File: src/rtl/micro_seq_pkg.sv
// Shared constants, types and table helpers for the micro-step sequencer.
// Each opcode maps to one or two (alu, ctrl) flag words replayed on consecutive cycles.
package micro_seq_pkg;

    localparam logic [7:0] ALU_ADD = 8'h00;
    localparam logic [7:0] ALU_SUB = 8'hC0;
    localparam logic [7:0] ALU_XOR = 8'h20;
    localparam logic [7:0] ALU_NOR = 8'h2C;
    localparam logic [7:0] ALU_AND = 8'h7C;
    localparam logic [7:0] ALU_ROT = 8'h02;

    localparam logic [7:0] CTRL_JLR    = 8'h10;
    localparam logic [7:0] CTRL_JLI    = 8'h20;
    localparam logic [7:0] CTRL_LINK   = 8'h08;
    localparam logic [7:0] CTRL_BRANCH = 8'hA0;
    localparam logic [7:0] CTRL_ADI    = 8'h40;
    localparam logic [7:0] CTRL_STB    = 8'h04;
    localparam logic [7:0] CTRL_LDB    = 8'h02;
    localparam logic [7:0] CTRL_LDI    = 8'h01;

    typedef enum logic [3:0] {
        OP_ADD = 4'h0, OP_SUB = 4'h1, OP_XOR = 4'h2, OP_NOR = 4'h3,
        OP_AND = 4'h4, OP_ROT = 4'h5, OP_JLR = 4'h7, OP_JLI = 4'h8,
        OP_BXX = 4'h9, OP_ADI = 4'hC, OP_STB = 4'hD, OP_LDB = 4'hE,
        OP_LDI = 4'hF
    } op_e;

    typedef enum logic {S_IDLE, S_EXEC} state_e;

    typedef struct packed {
        logic [7:0] alu;
        logic [7:0] ctrl;
    } step_t;

    function automatic logic is_legal(input logic [3:0] opc);
        case (opc)
            4'h6, 4'hA, 4'hB: return 1'b0;
            default:          return 1'b1;
        endcase
    endfunction

    function automatic int unsigned step_count(input logic [3:0] opc);
        case (opc)
            OP_JLR, OP_JLI, OP_LDB: return 2;
            default:                return 1;
        endcase
    endfunction

    function automatic step_t micro_lookup(input logic [3:0] opc, input int unsigned stp);
        step_t w;
        w = '0;
        case (opc)
            OP_ADD: w.alu  = ALU_ADD;
            OP_SUB: w.alu  = ALU_SUB;
            OP_XOR: w.alu  = ALU_XOR;
            OP_NOR: w.alu  = ALU_NOR;
            OP_AND: w.alu  = ALU_AND;
            OP_ROT: w.alu  = ALU_ROT;
            OP_JLR: w.ctrl = (stp == 0) ? CTRL_JLR : CTRL_LINK;
            OP_JLI: w.ctrl = (stp == 0) ? CTRL_JLI : CTRL_LINK;
            OP_BXX: w.ctrl = CTRL_BRANCH;
            OP_ADI: w.ctrl = CTRL_ADI;
            OP_STB: w.ctrl = CTRL_STB;
            OP_LDB: w.ctrl = (stp == 0) ? 8'h00 : CTRL_LDB;
            OP_LDI: w.ctrl = CTRL_LDI;
            default: w = '0;
        endcase
        if (stp >= step_count(opc)) w = '0;
        return w;
    endfunction

endpackage

File: src/rtl/micro_seq_if.sv
// Opcode handshake plus per-step flag outputs between fetch, sequencer and datapath.
interface micro_seq_if #(
    parameter int OPCODE_W = 4,
    parameter int ALU_W    = 8,
    parameter int CTRL_W   = 8,
    parameter int STEP_W   = 2
);
    logic                in_valid;
    logic                in_ready;
    logic [OPCODE_W-1:0] opcode;
    logic                stall;
    logic                out_valid;
    logic [ALU_W-1:0]    alu_flags;
    logic [CTRL_W-1:0]   ctrl_flags;
    logic [STEP_W-1:0]   step;
    logic                last;
    logic                illegal;

    modport master (
        output in_valid, opcode, stall,
        input  in_ready, out_valid, alu_flags, ctrl_flags, step, last, illegal
    );

    modport slave (
        input  in_valid, opcode, stall,
        output in_ready, out_valid, alu_flags, ctrl_flags, step, last, illegal
    );
endinterface

File: src/rtl/micro_rom.sv
// Combinational micro-step table: (opcode, step) -> flag words, step count, legality.
module micro_rom
    import micro_seq_pkg::*;
#(
    parameter int OPCODE_W  = 4,
    parameter int ALU_W     = 8,
    parameter int CTRL_W    = 8,
    parameter int MAX_STEPS = 4,
    parameter int STEP_W    = $clog2(MAX_STEPS)
) (
    input  logic [OPCODE_W-1:0] opcode_i,
    input  logic [STEP_W-1:0]   step_i,
    output logic [ALU_W-1:0]    alu_o,
    output logic [CTRL_W-1:0]   ctrl_o,
    output logic [STEP_W:0]     count_o,
    output logic                legal_o
);
    logic [3:0]  opc4;
    logic        in_table;
    int unsigned cnt;
    step_t       word;

    always_comb begin
        opc4     = 4'(opcode_i);
        in_table = (32'(opcode_i) < 32'd16);
        legal_o  = in_table && is_legal(opc4);
        cnt      = legal_o ? step_count(opc4) : 1;
        // Counts longer than the step counter can address are cut at elaboration size.
        if (cnt > 32'(MAX_STEPS)) cnt = 32'(MAX_STEPS);
        word     = legal_o ? micro_lookup(opc4, 32'(step_i)) : '0;
        count_o  = (STEP_W+1)'(cnt);
        alu_o    = ALU_W'(word.alu);
        ctrl_o   = CTRL_W'(word.ctrl);
    end
endmodule

File: src/rtl/micro_sequencer.sv
// Registered micro-step sequencer: accepts an opcode and replays its table steps,
// holding under datapath stall and chaining the next opcode without a bubble.
//   state  | meaning
//   S_IDLE | no live step, outputs zero, ready for an opcode
//   S_EXEC | a step is on the outputs; advances when not stalled
module micro_sequencer
    import micro_seq_pkg::*;
#(
    parameter int OPCODE_W  = 4,
    parameter int ALU_W     = 8,
    parameter int CTRL_W    = 8,
    parameter int MAX_STEPS = 4,
    parameter int STEP_W    = $clog2(MAX_STEPS)
) (
    input logic        clk,
    input logic        rst,
    micro_seq_if.slave bus
);
    localparam logic [STEP_W-1:0] STEP_ONE = 1;
    localparam logic [STEP_W:0]   CNT_ONE  = 1;

    state_e              state_q, state_d;
    logic [OPCODE_W-1:0] opcode_q, opcode_d;
    logic [STEP_W-1:0]   step_q, step_d;
    logic [ALU_W-1:0]    alu_q, alu_d;
    logic [CTRL_W-1:0]   ctrl_q, ctrl_d;
    logic                last_q, last_d;
    logic                illegal_q, illegal_d;

    logic                in_ready;
    logic                accept;
    logic [OPCODE_W-1:0] rom_opc;
    logic [STEP_W-1:0]   rom_step;
    logic [ALU_W-1:0]    rom_alu;
    logic [CTRL_W-1:0]   rom_ctrl;
    logic [STEP_W:0]     rom_count;
    logic                rom_legal;
    logic                rom_last;

    assign in_ready = (state_q == S_IDLE) || ((state_q == S_EXEC) && last_q && !bus.stall);
    assign accept   = bus.in_valid && in_ready;

    // One ROM port serves both a fresh accept (step 0) and the advance to step+1.
    assign rom_opc  = accept ? bus.opcode : opcode_q;
    assign rom_step = accept ? '0 : step_q + STEP_ONE;
    assign rom_last = (({1'b0, rom_step} + CNT_ONE) == rom_count);

    micro_rom #(
        .OPCODE_W (OPCODE_W),
        .ALU_W    (ALU_W),
        .CTRL_W   (CTRL_W),
        .MAX_STEPS(MAX_STEPS),
        .STEP_W   (STEP_W)
    ) u_rom (
        .opcode_i(rom_opc),
        .step_i  (rom_step),
        .alu_o   (rom_alu),
        .ctrl_o  (rom_ctrl),
        .count_o (rom_count),
        .legal_o (rom_legal)
    );

    always_comb begin
        state_d   = state_q;
        opcode_d  = opcode_q;
        step_d    = step_q;
        alu_d     = alu_q;
        ctrl_d    = ctrl_q;
        last_d    = last_q;
        illegal_d = 1'b0;
        if (accept || (state_q == S_EXEC && !bus.stall && !last_q)) begin
            state_d   = S_EXEC;
            opcode_d  = rom_opc;
            step_d    = rom_step;
            alu_d     = rom_alu;
            ctrl_d    = rom_ctrl;
            last_d    = rom_last;
            illegal_d = !rom_legal && (rom_step == '0);
        end else if (state_q == S_EXEC && !bus.stall) begin
            state_d  = S_IDLE;
            opcode_d = '0;
            step_d   = '0;
            alu_d    = '0;
            ctrl_d   = '0;
            last_d   = 1'b0;
        end
    end

    always_ff @(posedge clk or posedge rst) begin
        if (rst) begin
            state_q   <= S_IDLE;
            opcode_q  <= '0;
            step_q    <= '0;
            alu_q     <= '0;
            ctrl_q    <= '0;
            last_q    <= 1'b0;
            illegal_q <= 1'b0;
        end else begin
            state_q   <= state_d;
            opcode_q  <= opcode_d;
            step_q    <= step_d;
            alu_q     <= alu_d;
            ctrl_q    <= ctrl_d;
            last_q    <= last_d;
            illegal_q <= illegal_d;
        end
    end

    assign bus.in_ready   = in_ready;
    assign bus.out_valid  = (state_q == S_EXEC);
    assign bus.alu_flags  = alu_q;
    assign bus.ctrl_flags = ctrl_q;
    assign bus.step       = step_q;
    assign bus.last       = last_q;
    assign bus.illegal    = illegal_q;
endmodule

File: src/flat_wrapper.sv
// flat-port wrapper written by rule: the top's interface ports become plain ports
module micro_sequencer_flat import micro_seq_pkg::*;
#(
    parameter int OPCODE_W  = 4,
    parameter int ALU_W     = 8,
    parameter int CTRL_W    = 8,
    parameter int MAX_STEPS = 4,
    parameter int STEP_W    = $clog2(MAX_STEPS)
)
  (clk, rst, bus_in_valid, bus_opcode, bus_stall, bus_in_ready, bus_out_valid, bus_alu_flags, bus_ctrl_flags, bus_step, bus_last, bus_illegal);
  micro_seq_if #(.OPCODE_W(OPCODE_W), .ALU_W(ALU_W), .CTRL_W(CTRL_W), .STEP_W(STEP_W)) bus_i ();
  input logic clk;
  input logic rst;
  input wire logic [$bits(bus_i.in_valid)-1:0] bus_in_valid;
  input wire logic [$bits(bus_i.opcode)-1:0] bus_opcode;
  input wire logic [$bits(bus_i.stall)-1:0] bus_stall;
  output wire logic [$bits(bus_i.in_ready)-1:0] bus_in_ready;
  output wire logic [$bits(bus_i.out_valid)-1:0] bus_out_valid;
  output wire logic [$bits(bus_i.alu_flags)-1:0] bus_alu_flags;
  output wire logic [$bits(bus_i.ctrl_flags)-1:0] bus_ctrl_flags;
  output wire logic [$bits(bus_i.step)-1:0] bus_step;
  output wire logic [$bits(bus_i.last)-1:0] bus_last;
  output wire logic [$bits(bus_i.illegal)-1:0] bus_illegal;
  assign bus_i.in_valid = bus_in_valid;
  assign bus_i.opcode = bus_opcode;
  assign bus_i.stall = bus_stall;
  assign bus_in_ready = bus_i.in_ready;
  assign bus_out_valid = bus_i.out_valid;
  assign bus_alu_flags = bus_i.alu_flags;
  assign bus_ctrl_flags = bus_i.ctrl_flags;
  assign bus_step = bus_i.step;
  assign bus_last = bus_i.last;
  assign bus_illegal = bus_i.illegal;
  micro_sequencer #(.OPCODE_W(OPCODE_W), .ALU_W(ALU_W), .CTRL_W(CTRL_W), .MAX_STEPS(MAX_STEPS), .STEP_W(STEP_W)) u_core (.clk(clk), .rst(rst), .bus(bus_i));
endmodule
File: config.mk
export PLATFORM = sky130hd
export DESIGN_NAME = micro_sequencer_flat
export DESIGN_NICKNAME = d
export VERILOG_FILES = /design/src/rtl/micro_seq_pkg.sv /design/src/rtl/micro_seq_if.sv /design/src/rtl/micro_rom.sv /design/src/rtl/micro_sequencer.sv /design/src/flat_wrapper.sv
export SDC_FILE = /design/constraint.sdc
export NUM_CORES = 1
export LEC_CHECK = 0
export ABC_CLOCK_PERIOD_IN_PS = 3800
export CORE_UTILIZATION = 56
export DETAILED_ROUTE_END_ITERATION = 10
export PLACE_DENSITY = 0.92
export SETUP_SLACK_MARGIN = 0.5
export SYNTH_ARGS = -nofsm -noshare
export SYNTH_HDL_FRONTEND = slang
export SYNTH_SLANG_ARGS = --single-unit
File: constraint.sdc
create_clock -name clk -period 3.8 [get_ports clk]
set_input_delay 0.57 -clock clk [delete_from_list [all_inputs] [get_ports clk]]
set_output_delay 0.57 -clock clk [all_outputs]
set_load 0.1 [all_outputs]
Yosys cells after proc, flatten, opt, wreduce, memory -nomap -nowiden --
Index checks and enable logic that the tools add are counted.
Cells by class: bitwise operators 1, equal/unequal tests 16, add/subtract/negate cells 2, magnitude comparators 2, muxes and demuxes 23, reduce and logical (&&, ||, !) cells 14
Operator list (number):
- one-hot mux 8 bit (7 select lines) | 1
- one-hot mux 8 bit (5 select lines) | 1
- == test 4 bit, second input constant | 8
- >= comparator 2 x 32 -> 1 bit | 1
- 2-to-1 mux 16 bit | 2
- 2-to-1 mux 8 bit | 3
- == test 4 x 3 -> 1 bit, second input constant | 4
- 2-to-1 mux 2 bit | 6
- 2-to-1 mux 4 bit | 3
- == test 4 x 2 -> 1 bit, second input constant | 2
- logical AND 1 bit | 6
- 2-to-1 mux 6 bit | 1
- OR reduction 3 bit | 2
- 2-to-1 mux 5 bit | 1
- == test 4 x 1 -> 1 bit, second input constant | 1
- 2-to-1 mux 1 bit | 4
- adder 2 x 1 -> 3 bit, second input constant | 1
- == test 3 bit | 1
- > comparator 2 x 3 -> 1 bit, second input constant | 1
- 2-to-1 mux 3 bit | 1
- adder 2 x 1 -> 2 bit, second input constant | 1
- zero test 1 bit | 2
- zero test 2 bit | 1
- logical OR 1 bit | 2
- 2 further kinds | 2
Storage, ports and cells: flip-flop bits (word level) 25, logic and storage cells 65, output and inout bits 22, input port bits 8

Depth between registers and ports, before layout --
word-level depth 13, depth in mapped cells 10, gate-level depth less buffers 9

Modules after synthesis --
From an unflattened synthesis, not the netlist that was laid out.
Second synthesis, totals: cell total of the unflattened synthesis 152, area total of the unflattened synthesis 1592.8 µm²
Modules (own cells, without submodules):
- micro_sequencer | area each 1218.7 µm², seq. area each 625.6 µm², cells each 101, instances 1
- micro_rom | area each 374.1 µm², seq. area each 0.0 µm², cells each 51, instances 1

Worst setup path before layout --
OpenSTA, ideal clock, no wires.
path kind reg2reg, start register u_core.last_q (netlist: u_core.bus.last), end register u_core.alu_q[4] (netlist: u_core.bus.alu_flags[4]), setup time 0.110 ns, stages on the path, launching flop included 10, buffers on the path 1, required time 3.690 ns, arrival time 2.909 ns, path slack 0.781 ns, period minus slack after synthesis 3.019 ns, path through dfrtp_1 > nand2b_4 > a21boi_2 > buf_6 > mux2_2 > ha_1 > nand2b_1 > o211ai_2 > nand2_2 > o41ai_1
On the way: cells in the longest elaborated chain, start to end 12, elaborated cells on any way between the ends 29, those cells by class order compare (1); eq/ne (11); mux (7); reduce/logical (10)
Ends and longest elaborated chain:
- start, declared | RTL line micro_sequencer.sv:27 | logic last_q, last_d;
- start signal, assigned | RTL line micro_sequencer.sv:104 | last_q <= last_d;
- logical AND 1 bit (2 in series) | RTL line micro_sequencer.sv:40 | assign in_ready = (state_q == S_IDLE) || ((state_q == S_EXEC) && last_q && !bus.stall);
- logical OR 1 bit | RTL line micro_sequencer.sv:40
- logical AND 1 bit | RTL line micro_sequencer.sv:41 | assign accept = bus.in_valid && in_ready;
- 2-to-1 mux 4 bit | RTL line micro_sequencer.sv:44 | assign rom_opc = accept ? bus.opcode : opcode_q;
- == test 4 x 3 -> 1 bit / == test 4 bit (equally long branches) | RTL line micro_seq_pkg.sv:43 | case (opc)
- OR reduction 3 bit | RTL line micro_seq_pkg.sv:43
- 2-to-1 mux 2 bit | RTL line micro_seq_pkg.sv:43
- >= comparator 2 x 32 -> 1 bit | RTL line micro_seq_pkg.sv:68 | if (stp >= step_count(opc)) w = '0;
- 2-to-1 mux 16 bit | RTL line micro_seq_pkg.sv:68
- 2-to-1 mux 16 bit | RTL line micro_rom.sv:30 | word = legal_o ? micro_lookup(opc4, 32'(step_i)) : '0;
- 2-to-1 mux 8 bit | RTL line micro_sequencer.sv:71 | if (accept || (state_q == S_EXEC && !bus.stall && !last_q)) begin
- end signal, assigned | RTL line micro_sequencer.sv:102 | alu_q <= alu_d;
- end, declared | RTL line micro_sequencer.sv:25 | logic [ALU_W-1:0] alu_q, alu_d;
Parallel ways exist; a longest one is shown, timed or not. A chain may end at the register's enable or synchronous reset.

Worst setup path in the final report --
start input port bus_opcode[3], end register u_core.ctrl_q[5] (netlist: u_core.bus.ctrl_flags[5])
On the way: cells in the longest elaborated chain, start to end 8, elaborated cells on any way between the ends 19, those cells by class order compare (1); eq/ne (10); mux (6); reduce/logical (2)
Ends and longest elaborated chain:
- start, declared | RTL line flat_wrapper.sv:15 | input wire logic [$bits(bus_i.opcode)-1:0] bus_opcode;
- 2-to-1 mux 4 bit * | RTL line micro_sequencer.sv:44
- == test 4 x 3 -> 1 bit / == test 4 bit (equally long branches) | RTL line micro_seq_pkg.sv:43, micro_seq_pkg.sv:52
- OR reduction 3 bit | RTL line micro_seq_pkg.sv:43
- 2-to-1 mux 2 bit | RTL line micro_seq_pkg.sv:43
- >= comparator 2 x 32 -> 1 bit | RTL line micro_seq_pkg.sv:68
- 2-to-1 mux 16 bit | RTL line micro_seq_pkg.sv:68
- 2-to-1 mux 16 bit * | RTL line micro_rom.sv:30
- 2-to-1 mux 8 bit * | RTL line micro_sequencer.sv:71
- end signal, assigned | RTL line micro_sequencer.sv:103 | ctrl_q <= ctrl_d;
- end, declared | RTL line micro_sequencer.sv:26 | logic [CTRL_W-1:0] ctrl_q, ctrl_d;
Mark *: on every way between the ends. The rest lies on a longest branch, timed or not.

==> flow_summary.ini <==
[power]
max-vdd-ir-drop_mv = 0.658
power.leakage_nw = 0.814
p_seq_frac = 0.279
power_density_mw_per_mm2 = 790
pwr-share-comb = 0.644
total_power_w = 0.00149
power.share.switching = 0.567
p_switching_w = 0.000844
internal_power_w = 0.000644
clockPowerShare = 0.077

[sta]
worstMarginPinSlew_ns = 0.979
rsz0062_at_grt = no
final.min_clock_period_ns = 3.08
holdWs_ns = 0.495
hold_violations = 0
finalSetupViolations = 0
clock-skew-final_ns = 0.00213
fin_crit_sh = 0.810
slew_violations = 0
setup_tns_ns = 0
fmax_ghz = 0.325
relSlewSlack = 0.345

[finish]
insertedDiodeCount = 0
drive_above_1_share = 0.106
final_common_cell = nand2_1
n_fill_cell = 227
areaGrowthSynthToFinish_pct = 16.8
final_cell_mix = 29 x nand2_1, 24 x clkdlybuf4s50_1, 23 x dfrtp_1, 12 x nor2_1, 8 x o21ai_0
final_nets = 210
fin_area_sq_mm = 0.00188
finalNonFillerCells = 229

[logic_synthesis]
netlist_top_cells_area = dfrtp_1 36%, nand2_1 6.8%, o31ai_1 3.3%, mux2_2 2.8%, nor2_1 2.8%
synth.avg_cell_area_sq_um = 8.95
synthesis.area_sq_mm = 0.00161
ys.flop_type = dfrtp_1
synth.distinct_cells = 54
yosysTopAreaCell = dfrtp_1
synth_edf_count = 0
synth_seq_cells = 23
synth_nets = 191
yosysWarningCount = 0
yosysSeqAreaShare = 0.357
synth_cells = 180
synth-async-reset-ratio = 1.00
netlist.area_leader.share = 0.357

[placement]
place_inst = 225
gp_congestion = 0.876
portBuffers = 28
dpl_cell_area_sq_mm = 0.00185
dp_hpwl_um = 2820

[route]
route.detailed.drc = 0
vias = 1407
dr.pass1.iters = 4
wl_per_cell_um = 16.6
ant_nets = 0
drt_first_iter_violations = 45
viasPerCell = 6.14
finalWirelength_um = 3810

[setup_path]
startpoint_type = input pin
crit_type = input pin to flop
worst_ep_arrival_time_ns = 3.28
worstPathRequired_ns = 4.00
path_max_fanout = 8
crit_path_end_kind = flop

[global_routing]
antenna_found_initial = 0
grt_pass1_wl_um = 6260
grt_start_max_net_pins = 28
busiest_layer = met2
gr-total-overflow = 0
use_met2 = 0.435
met1_usage = 0.344
globalRouteTotalUtil = 0.256
first_global_vias = 1307
grt_use_met3 = 0.0326

[clock_tree]
cts_tree = built
clk_latency_ns = 0.31
cts_buffer_depth = 2
htree_levels = 1
clk_pin_slew_ns = 0.13
numCtsBuffers = 3
holdBufCountCts = 0
clkSinkCount = 23
cts_root_buffer = clkbuf_4

[die]
pin_count = 30
die_area_sq_mm = 0.00310
dieWidth_um = 55.6
initial_core_util = 0.589
core_area_sq_mm = 0.00273
fp.dieH_um = 55.6
rows = 19

[status]
status = completed

[job]
drv_cap = 0

[min_path]
hp-class = flop to flop
==> Yosys cell counts, drive strengths merged (2+ instances only) <==
master / n
o31ai: 8
and2: 2
mux2i: 2
mux2: 5
o22ai: 2
inv: 6
a21o: 2
clkbuf: 7
buf: 9
o21ai: 10
or4: 2
o41ai: 4
ha: 3
nor3: 7
a31oi: 5
xor2: 4
o211ai: 2
nand2b: 6
nor2b: 2
nand2: 30
nor3b: 2
a21oi: 5
nand3: 2
nor2: 12
dfrtp: 23
==> flip-flops by register name, indices dropped and copies added (netlist names) <==
signal / flops
u_core.bus.alu_flags: 6
u_core.bus.ctrl_flags: 8
u_core.bus.illegal: 1
u_core.bus.last: 1
u_core.bus.out_valid: 1
u_core.bus.step: 2
u_core.opcode_q: 4
==> worst max-delay path: stages <==
cell and delay (ns):
clkdlybuf4s50_1 0.61, inv_1 0.14, o31a_1 0.31, mux2_2 0.29, ha_1 0.28, nand2b_1 0.25, o211ai_2 0.27, nand2_2 0.16
o41ai_1 0.40
==> routing by layer <==
layer / vias up / share of wire / wire length [um]
met5: - / 0 / 0
met4: 0 / 0.0039 / 15
met3: 2 / 0.048 / 183
met2: 52 / 0.51 / 1950
met1: 673 / 0.44 / 1660
li1: 680 / - / -
==> cell type report <==
type | instances | area, sq um | share of cell area
clock buffer | 4 | 26.3 | 0.0140
inverter | 6 | 22.5 | 0.0120
multi-input combinational | 135 | 920 | 0.488
sequential | 23 | 576 | 0.306
tap | 31 | 38.8 | 0.0206
timing repair buffer | 30 | 300 | 0.159
==> power groups by stage <==
stage / registers [W] / clock network, W / logic, W
6_report: 0.000415 / 0.000115 / 0.000958
5_1_grt: 0.000425 / 0.000126 / 0.00102
4_1_cts: 0.000412 / 0.000119 / 0.000951
3_5_place_dp: 0.000416 / 0 / 0.000949
3_3_place_gp: 0.000413 / 0 / 0.000926
2_1_floorplan: 0.000590 / 0 / 0.000593
==> path summary, 6_finish.rpt <==
kind                                                 startpoint                                    to  slack (ns)  depth (start not counted)
hold / removal             u_core.bus.ctrl_flags[4]$_DFFE_PP0P_  u_core.bus.ctrl_flags[4]$_DFFE_PP0P_        0.49                          2
hold reg to reg            u_core.bus.ctrl_flags[4]$_DFFE_PP0P_  u_core.bus.ctrl_flags[4]$_DFFE_PP0P_        0.49                          2
max in group asynchronous                                   rst  u_core.bus.ctrl_flags[2]$_DFFE_PP0P_        2.51                          2
setup / recovery                                  bus_opcode[3]  u_core.bus.ctrl_flags[5]$_DFFE_PP0P_        0.72                          9
min in group asynchronous                                   rst  u_core.bus.ctrl_flags[3]$_DFFE_PP0P_        0.74                          2
setup reg to reg                 u_core.opcode_q[0]$_DFFE_PP0P_  u_core.bus.ctrl_flags[5]$_DFFE_PP0P_        0.83                          8
==> kinds of logic (layout without fill, tap and decap cells) <==
| kind of cell | count (synthesis) | in the layout | share of synthesized area |
|---|---|---|---|
| compound gates | 50 | 50 | 0.238 |
| xor+xnor | 5 | 5 | 0.0388 |
| fa+ha+maj | 3 | 3 | 0.0233 |
| buf+inv | 22 | 40 | 0.0722 |
| flops | 23 | 23 | 0.357 |
| mux | 7 | 7 | 0.0497 |
| other cells | 1 | 1 | 0.00233 |
| simple gates | 69 | 69 | 0.218 |
==> timing repair <==
| action | in CTS | in global routing |
|---|---|---|
| hold endpoints to repair | 0 | 0 |
| gates resized for setup | 0 | 3 |
| endpoints found under the setup margin | 0 | 2 |
| setup buffers | 0 | 0 |
==> metrics by stage <==
stage,setup WS (ns),utilization
floorplan,0.781,-
global placement,0.511,0.676
detailed placement,0.378,0.676
CTS,0.705,0.686
global route,0.558,0.689
finish,0.723,0.689
No activity file was read; power rests on OpenSTA's default activity.
